## src/rtl/gck_pkg.sv

```systemverilog
// Shared types and defaults for the clock-gating sequencer.
package gck_pkg;

  typedef enum logic [1:0] {
    GCK_OFF   = 2'd0,
    GCK_WAKE  = 2'd1,
    GCK_ON    = 2'd2,
    GCK_DRAIN = 2'd3
  } gck_state_e;

  localparam int GCK_WAKE_CYC_DEF = 2;
  localparam int GCK_IDLE_W_DEF   = 8;

endpackage

```

## src/rtl/gck_ctrl_chan.sv

```systemverilog
// One clock domain: idle hysteresis, one-cycle drain notice, gated-off and
// wake-settle phases. gate_en/clk_ack are registered from the next state.
module gck_ctrl_chan
  import gck_pkg::*;
#(
  parameter int IDLE_W   = GCK_IDLE_W_DEF,
  parameter int WAKE_CYC = GCK_WAKE_CYC_DEF
) (
  input  logic              clk,
  input  logic              rst,
  input  logic              keep_i,
  input  logic [IDLE_W-1:0] idle_thr_i,
  output logic              gate_en_o,
  output logic              clk_ack_o,
  output gck_state_e        state_o
);

  localparam int WCNT_W = (WAKE_CYC > 1) ? $clog2(WAKE_CYC) : 1;
  localparam logic [WCNT_W-1:0] WAKE_LAST = WCNT_W'(WAKE_CYC - 1);

  gck_state_e        state_q, state_d;
  logic [IDLE_W-1:0] idle_q, idle_d;
  logic [WCNT_W-1:0] wcnt_q, wcnt_d;
  logic              gate_en_q, gate_en_d;
  logic              clk_ack_q, clk_ack_d;
  logic [IDLE_W:0]   idle_inc;

  always_comb begin
    state_d  = state_q;
    idle_d   = idle_q;
    wcnt_d   = wcnt_q;
    idle_inc = {1'b0, idle_q} + 1'b1;
    unique case (state_q)
      GCK_ON: begin
        if (keep_i || (idle_thr_i == '0)) begin
          idle_d = '0;
        end else if (idle_inc >= {1'b0, idle_thr_i}) begin
          // Live compare: a lowered threshold drains on the next idle cycle.
          state_d = GCK_DRAIN;
          idle_d  = '0;
        end else begin
          idle_d = idle_inc[IDLE_W] ? '1 : idle_inc[IDLE_W-1:0];
        end
      end
      GCK_DRAIN: begin
        state_d = keep_i ? GCK_ON : GCK_OFF;
        idle_d  = '0;
      end
      GCK_OFF: begin
        if (keep_i) begin
          state_d = GCK_WAKE;
          wcnt_d  = '0;
        end
      end
      GCK_WAKE: begin
        // Settle always runs to completion regardless of inputs.
        if (wcnt_q == WAKE_LAST) begin
          state_d = GCK_ON;
          idle_d  = '0;
        end else begin
          wcnt_d = wcnt_q + 1'b1;
        end
      end
      default: state_d = GCK_ON;
    endcase
    gate_en_d = (state_d != GCK_OFF);
    clk_ack_d = (state_d == GCK_ON);
  end

  always_ff @(posedge clk) begin
    if (rst) begin
      state_q   <= GCK_ON;
      idle_q    <= '0;
      wcnt_q    <= '0;
      gate_en_q <= 1'b1;
      clk_ack_q <= 1'b1;
    end else begin
      state_q   <= state_d;
      idle_q    <= idle_d;
      wcnt_q    <= wcnt_d;
      gate_en_q <= gate_en_d;
      clk_ack_q <= clk_ack_d;
    end
  end

  assign gate_en_o = gate_en_q;
  assign clk_ack_o = clk_ack_q;
  assign state_o   = state_q;

endmodule

```

## src/rtl/gck_ctrl.sv

```systemverilog
// Per-domain ICG enable sequencer: one channel per domain plus the shared,
// one-cycle-delayed test enable.
module gck_ctrl
  import gck_pkg::*;
#(
  parameter int N_DOM    = 4,
  parameter int IDLE_W   = GCK_IDLE_W_DEF,
  parameter int WAKE_CYC = GCK_WAKE_CYC_DEF
) (
  input  logic               clk,
  input  logic               rst,
  input  logic [IDLE_W-1:0]  cfg_idle_thr,
  input  logic               cfg_gate_dis,
  input  logic [N_DOM-1:0]   cfg_force_on,
  input  logic               test_mode,
  input  logic [N_DOM-1:0]   busy,
  input  logic [N_DOM-1:0]   wake_req,
  output logic [N_DOM-1:0]   gate_en,
  output logic               gate_te,
  output logic [N_DOM-1:0]   clk_ack,
  output logic [2*N_DOM-1:0] dom_state
);

  logic gate_te_q;

  always_ff @(posedge clk) begin
    if (rst) gate_te_q <= 1'b0;
    else     gate_te_q <= test_mode;
  end

  assign gate_te = gate_te_q;

  for (genvar gi = 0; gi < N_DOM; gi++) begin : g_dom
    gck_state_e st;
    logic       keep;

    assign keep = busy[gi] | wake_req[gi] | cfg_force_on[gi] | cfg_gate_dis;

    gck_ctrl_chan #(
      .IDLE_W   (IDLE_W),
      .WAKE_CYC (WAKE_CYC)
    ) u_chan (
      .clk        (clk),
      .rst        (rst),
      .keep_i     (keep),
      .idle_thr_i (cfg_idle_thr),
      .gate_en_o  (gate_en[gi]),
      .clk_ack_o  (clk_ack[gi]),
      .state_o    (st)
    );

    assign dom_state[2*gi +: 2] = st;
  end

endmodule

```

## config.mk

```make
export PLATFORM = sky130hd
export DESIGN_NAME = gck_ctrl
export DESIGN_NICKNAME = d
export VERILOG_FILES = /design/src/rtl/gck_pkg.sv /design/src/rtl/gck_ctrl_chan.sv /design/src/rtl/gck_ctrl.sv
export SDC_FILE = /design/constraint.sdc
export NUM_CORES = 1
export LEC_CHECK = 0
export ABC_AREA = 1
export BUFFER_PORTS_ARGS = -buffer_cell sky130_fd_sc_hd__buf_4
export CAP_MARGIN = 20
export CORE_ASPECT_RATIO = 1.2
export CORE_UTILIZATION = 60
export DETAILED_ROUTE_END_ITERATION = 10
export PLACE_DENSITY_LB_ADDON = 0.2
export SKIP_CTS_REPAIR_TIMING = 1
export SLEW_MARGIN = 20
export SYNTH_ARGS = -nofsm -noshare
export SYNTH_HDL_FRONTEND = slang
export SYNTH_SLANG_ARGS = --single-unit
```

## constraint.sdc

```tcl
create_clock -name clk -period 2.79 [get_ports clk]
set_clock_uncertainty 0.2 [all_clocks]
set_input_delay 0.1395 -clock clk [delete_from_list [all_inputs] [get_ports clk]]
set_output_delay 0.1395 -clock clk [all_outputs]
set_load 0.005 [all_outputs]
```

==> impl_metrics.py, run 1 <==
metrics = {
    "clocking": {
        "cts_made_buffers": 5,
        "root_buffer": "clkbuf_8",
        "clk_latency_ns": 0.32,
        "cts_tree": "built",
        "path_clk_slew_ns": 0.12,
        "htreeDepth": 2,
        "cts.sinks": 53,
        "clock_path_buffers": 2,
    },
    "critical_path": {
        "path_max_fanout": 9,
        "end_kind": "flip-flop",
        "startpoint_type": "flip-flop",
        "path_class": "flip-flop to flip-flop",
        "critPathRequiredTime_ns": 2.82,
        "arrival_ns": 2.61,
    },
    "sta": {
        "slew_headroom_pct": 56.9,
        "finalWorstSetupSlack_ns": 0.206,
        "tightest_slew_ns": 0.647,
        "hold_violations": 0,
        "period_needed_ns": 2.58,
        "period_share_pct": 92.6,
        "rsz0062_at_grt": "no",
        "fin_setup_tns_ns": 0,
        "setup_viol": 0,
        "finalMaxSlewViolations": 0,
        "fmax_mhz": 387,
    },
    "synthesis": {
        "async_reset_ff_share_pct": 0,
        "syn_inst": 623,
        "post-synth-top-area-cell": "dfxtp_1",
        "yosysWarnings": 0,
        "synth_edf_count": 0,
        "postSynthAreaPerCell_um2": 6.34,
        "synth_top_area_share_pct": 26.9,
        "muxShareOfSynthArea_pct": 0,
        "synth_common_cells": "nand2_1, inv_1, nor2_1",
        "synth_xor_area_share_pct": 1.55,
        "synth_compound_area_share_pct": 9.70,
        "synth_top_family_by_area": "simple AND/OR/NAND/NOR gates",
        "syn_area_um2": 3950,
        "synth_fa_ha_area_share_pct": 11.4,
        "synth_ff_type": "dfxtp_1",
        "ys_seq_area_share_pct": 26.9,
        "yosys-top-cells-area": "dfxtp_1, nand2_1, ha_1, inv_1, a21oi_1",
        "synth.distinct_cells": 32,
        "synth-simple-area-share_pct": 38.2,
        "synthMostInstantiatedCell": "nand2_1",
        "synth_nets": 683,
        "ys_seq_elements": 53,
    },
    "global_route": {
        "antenna_found_initial": 0,
        "busiest_layer": "met2",
        "grt_max_degree": 47,
        "grt-ovfl-total": 0,
        "gr-usage-all-layers_pct": 28.5,
        "use_met3_pct": 3.94,
        "use_met1_pct": 32.0,
        "grt_first_pass_wirelength_um": 16200,
        "grtUsageMet2_pct": 52.0,
        "first_global_vias": 3758,
    },
    "routing": {
        "avgViaCountPerCell": 5.40,
        "avgRoutedWirePerCell_um": 12.5,
        "totalWireLength_um": 9350,
        "detail-route-antenna-nets": 0,
        "dr.first_iter.drc_count": 216,
        "first_pass_iters": 5,
        "vias": 4024,
        "drc_errors": 0,
    },
    "power": {
        "p_per_area_nw_per_um2": 303,
        "ir_worst_vdd_mv": 0.282,
        "switching_share_pct": 26.2,
        "intPower_uw": 984,
        "p_sw_uw": 350,
        "combPwrFrac_pct": 7.9,
        "power.share.clock_pct": 35.1,
        "seq_power_share_pct": 57.0,
        "leakagePower_uw": 0.00221,
    },
    "floorplanning": {
        "num_rows": 32,
        "ios": 41,
        "die_w_um": 76.1,
        "start_util_pct": 61.6,
        "die_h_um": 90.9,
        "fp.coreArea_um2": 6410,
        "dieArea_um2": 6910,
    },
    "placement": {
        "gp_congestion": 0.998,
        "dp_slack_ns": 0.238,
        "port_buffers": 40,
        "hpwl_um": 7130,
    },
    "hold_path": {
        "hp-class": "input port to flip-flop",
    },
    "run_status": {
        "status": "completed",
    },
    "final_layout": {
        "drive_above_1_share_pct": 12.9,
        "area_growth_pct": 11.4,
        "finish.utilization_pct": 68.7,
        "final_nets": 719,
        "insertedDiodeCount": 0,
    },
    "run": {
        "maxCapViolCount": 0,
    },
}
layer usage:
metal	wire, µm	up-vias
met5	0	-
met4	249	0
met3	402	27
met2	4680	102
met1	4020	1834
li1	-	2061
worst max-delay path, stage by stage (launching register included):
cell	delay, ns
dfxtp_1	0.42
ha_1	0.23
nand3_2	0.13
xor2_1	0.22
inv_1	0.07
ha_1	0.29
nand2_1	0.08
nor2_1	0.12
nand2_1	0.06
nand3_1	0.08
nand2_1	0.06
nand2_1	0.08
nand2_2	0.13
nand2_2	0.09
nand2_2	0.06
nand3_1	0.10
nand2_1	0.06
logic make-up after synthesis:
group                      count (synthesis)
and+or+nand+nor                          335
AOI/OAI and AO/OA                         72
xor gates and xnor gates                   7
adders and majority gates                 36
DFF                                       53
buffers and inverters                    120
registers in the layout, summed over array words and instances (netlist names):
signal and flops:
gate_te 1, g_dom.u_chan.state_o 8, g_dom.u_chan.idle_q 32, g_dom.u_chan.gate_en_o 4
g_dom.u_chan.clk_ack_o 4, g_dom.u_chan.wcnt_q 4
through the flow:
stage / hold WS [ns] / total power, µW / std cells / area, µm²
after floorplan: 0.0465 / 834 / 623 / 3950
after global placement: 0.142 / 877 / 736 / 4290
after detailed placement: 0.167 / 881 / 736 / 4290
after CTS: -0.166 / 1330 / 744 / 4390
after global routing: 0.0929 / 1380 / 745 / 4400
final: 0.0800 / 1330 / 745 / 4400
area by class of cell:
cell class                 count  area, µm²
multi-input combinational    450       2410
fill                         582       2010
sequential                    53       1060
inverter                     104        390
timing repair buffer          45        340
tap                           85        106
clock buffer                   5       68.8
clock inverter                 3       25.0
worst paths after layout:
check	from	end	slack, ns	cells past startpoint
max	g_dom[3].u_chan.idle_q[0]$_SDFFE_PP0P_	g_dom[3].u_chan.clk_ack_o$_SDFF_PP1_	0.21	16
min	rst	gate_te$_SDFF_PP0_	0.08	2
max reg2reg	g_dom[3].u_chan.idle_q[0]$_SDFFE_PP0P_	g_dom[3].u_chan.clk_ack_o$_SDFF_PP1_	0.21	16
min reg2reg	g_dom[2].u_chan.wcnt_q$_SDFFE_PP0P_	g_dom[2].u_chan.wcnt_q$_SDFFE_PP0P_	0.28	2
cell usage in the layout, fill, tap and decap left out, types with 8 or more instances in the layout:
| cell | count |
|---|---|
| buf_4 | 44 |
| nand3_1 | 34 |
| nand2_2 | 8 |
| nor2_1 | 62 |
| dfxtp_1 | 53 |
| inv_1 | 94 |
| ha_1 | 36 |
| nand4_1 | 33 |
| nand2_1 | 174 |
| a21oi_1 | 58 |
| o21ai_0 | 8 |
power by group through the flow:
stage	combinational, µW	sequential [µW]	clock (µW)
after floorplan	57.1	777	0
after global placement	100	777	0
after detailed placement	104	777	0
after CTS	104	760	471
after global routing	120	760	500
final	105	760	468
Note: power is estimated with default switching activity, not from simulation.
==> inputs of run 2 (changes only) <==
--- a/config.mk
+++ b/config.mk
@@ -6,12 +6,14 @@
 export NUM_CORES = 1
 export LEC_CHECK = 0
 export ABC_AREA = 1
-export BUFFER_PORTS_ARGS = -buffer_cell sky130_fd_sc_hd__buf_4
 export CAP_MARGIN = 20
 export CORE_ASPECT_RATIO = 1.2
 export CORE_UTILIZATION = 60
 export DETAILED_ROUTE_END_ITERATION = 10
+export DONT_BUFFER_PORTS = 1
+export HOLD_SLACK_MARGIN = 0.08
 export PLACE_DENSITY_LB_ADDON = 0.2
+export REMOVE_ABC_BUFFERS = 1
 export SKIP_CTS_REPAIR_TIMING = 1
 export SLEW_MARGIN = 20
 export SYNTH_ARGS = -nofsm -noshare
==> run 2 against run 1 <==
Setup slack improved by 0.017 ns. Via count fell by 5.5%. First-iteration DRC count fell by 9.3%. Clock-buffer cell count did not move. Critical path type is now input port to flip-flop. Highest routed layer unchanged.
==> impl_metrics.py, run 2 (synthesized netlist as in run 1, its figures left out) <==
metrics = {
    "run_status": {
        "status": "completed",
    },
    "placement": {
        "gp_congestion": 0.890,
        "place_inst": 695,
        "port_buffers": 0,
        "hpwl_um": 6720,
    },
    "clocking": {
        "cts_made_buffers": 5,
        "path_clk_slew_ns": 0.11,
        "htreeDepth": 2,
        "clock_path_buffers": 2,
        "cts.sinks": 53,
        "root_buffer": "clkbuf_8",
        "cts_tree": "built",
        "clk_latency_ns": 0.32,
    },
    "sta": {
        "hold_slack_ns": 0.0600,
        "rsz0062_at_grt": "no",
        "setup_viol": 0,
        "hold_violations": 0,
        "period_needed_ns": 2.57,
        "fmax_mhz": 390,
        "finalMaxSlewViolations": 0,
        "slew_headroom_pct": 55.7,
        "fin_setup_tns_ns": 0,
        "tightest_slew_ns": 0.665,
        "period_share_pct": 92.0,
    },
    "routing": {
        "totalWireLength_um": 9010,
        "drc_errors": 0,
        "vias": 3804,
        "detail-route-antenna-nets": 0,
        "dr.first_iter.drc_count": 196,
        "first_pass_iters": 4,
        "avgRoutedWirePerCell_um": 12.6,
        "avgViaCountPerCell": 5.31,
    },
    "final_layout": {
        "final_cell_mix": "nand2_1, inv_1, nor2_1",
        "seq_area_um2": 1060,
        "nFillCells": 584,
        "insertedDiodeCount": 0,
        "drive_above_1_share_pct": 7.12,
        "area_growth_pct": 7.16,
        "largest_reg_flops": 32,
        "regMostFlops": "g_dom.u_chan.idle_q",
        "instances_no_fill": 717,
        "final_nets": 691,
        "final_common_cell": "nand2_1",
        "multi_input_area_um2": 2410,
    },
    "critical_path": {
        "path_max_fanout": 3,
        "critPathRequiredTime_ns": 2.81,
        "end_kind": "flip-flop",
        "path_class": "input port to flip-flop",
        "arrival_ns": 2.58,
        "startpoint_type": "input port",
    },
    "power": {
        "ir_worst_vdd_mv": 0.281,
        "finalPower_uw": 1310,
        "leakagePower_uw": 0.00208,
        "p_per_area_nw_per_um2": 310,
    },
    "global_route": {
        "grt_first_pass_wirelength_um": 15300,
        "grt-ovfl-total": 0,
        "first_global_vias": 3634,
        "grt_max_degree": 47,
        "gr-usage-all-layers_pct": 26.9,
        "antenna_found_initial": 0,
    },
    "floorplanning": {
        "die_h_um": 90.9,
        "die_w_um": 76.1,
        "fp.coreArea_um2": 6410,
        "start_util_pct": 61.6,
        "num_rows": 32,
        "dieArea_um2": 6910,
        "ios": 41,
    },
    "hold_path": {
        "hp-class": "input port to flip-flop",
    },
    "run": {
        "maxCapViolCount": 0,
    },
}
==> run 2: critical path: stages <==
cell           delay [ns]
dlygate4sd3_1        0.55
nor2_1               0.11
dlygate4sd3_1        0.57
nand2_1              0.09
dlygate4sd3_1        0.59
o31ai_1              0.21
inv_1                0.10
nor2_1               0.13
nand3_1              0.09
==> run 2: final timing paths <==
check / start / endpoint / slack (ns) / cells past startpoint
max reg2reg: g_dom[2].u_chan.idle_q[0]$_SDFFE_PP0P_ / g_dom[2].u_chan.state_o[0]$_SDFF_PP0_ / 0.25 / 14
max: busy[2] / g_dom[2].u_chan.gate_en_o$_SDFF_PP1_ / 0.22 / 9
min: cfg_force_on[3] / g_dom[3].u_chan.state_o[0]$_SDFF_PP0_ / 0.06 / 5
min reg2reg: g_dom[0].u_chan.wcnt_q$_SDFFE_PP0P_ / g_dom[0].u_chan.wcnt_q$_SDFFE_PP0P_ / 0.28 / 2
==> run 2: metrics by stage <==
step | setup WS (ns) | util (%) | area [µm²]
after floorplan | 0.593 | - | 3850
after global placement | 0.280 | 62.2 | 3980
after detailed placement | 0.271 | 62.2 | 3980
after CTS | 0.256 | 63.7 | 4080
after global routing | 0.0281 | 66.1 | 4230
final | 0.223 | 66.1 | 4230
==> run 2: cell type report <==
class / count / area share [%]
clock buffer: 5 / 1.63
clock inverter: 3 / 0.621
inverter: 104 / 9.23
multi-input combinational: 450 / 56.9
sequential: 53 / 25.1
tap: 85 / 2.51
timing repair buffer: 17 / 4.08
==> run 2: metal layers <==
layer / vias up / wire length [µm] / GRT usage, %
met5: - / 0 / 0
met4: 0 / 231 / 11.1
met3: 21 / 315 / 3.94
met2: 70 / 4690 / 50.7
met1: 1709 / 3770 / 29.8
li1: 2004 / - / -
==> run 2: power breakdown <==
group	switching, µW	total (µW)	internal (µW)
Combinational	55.6	90.1	34.5
Clock	279	462	184
Sequential	2.21	760	758
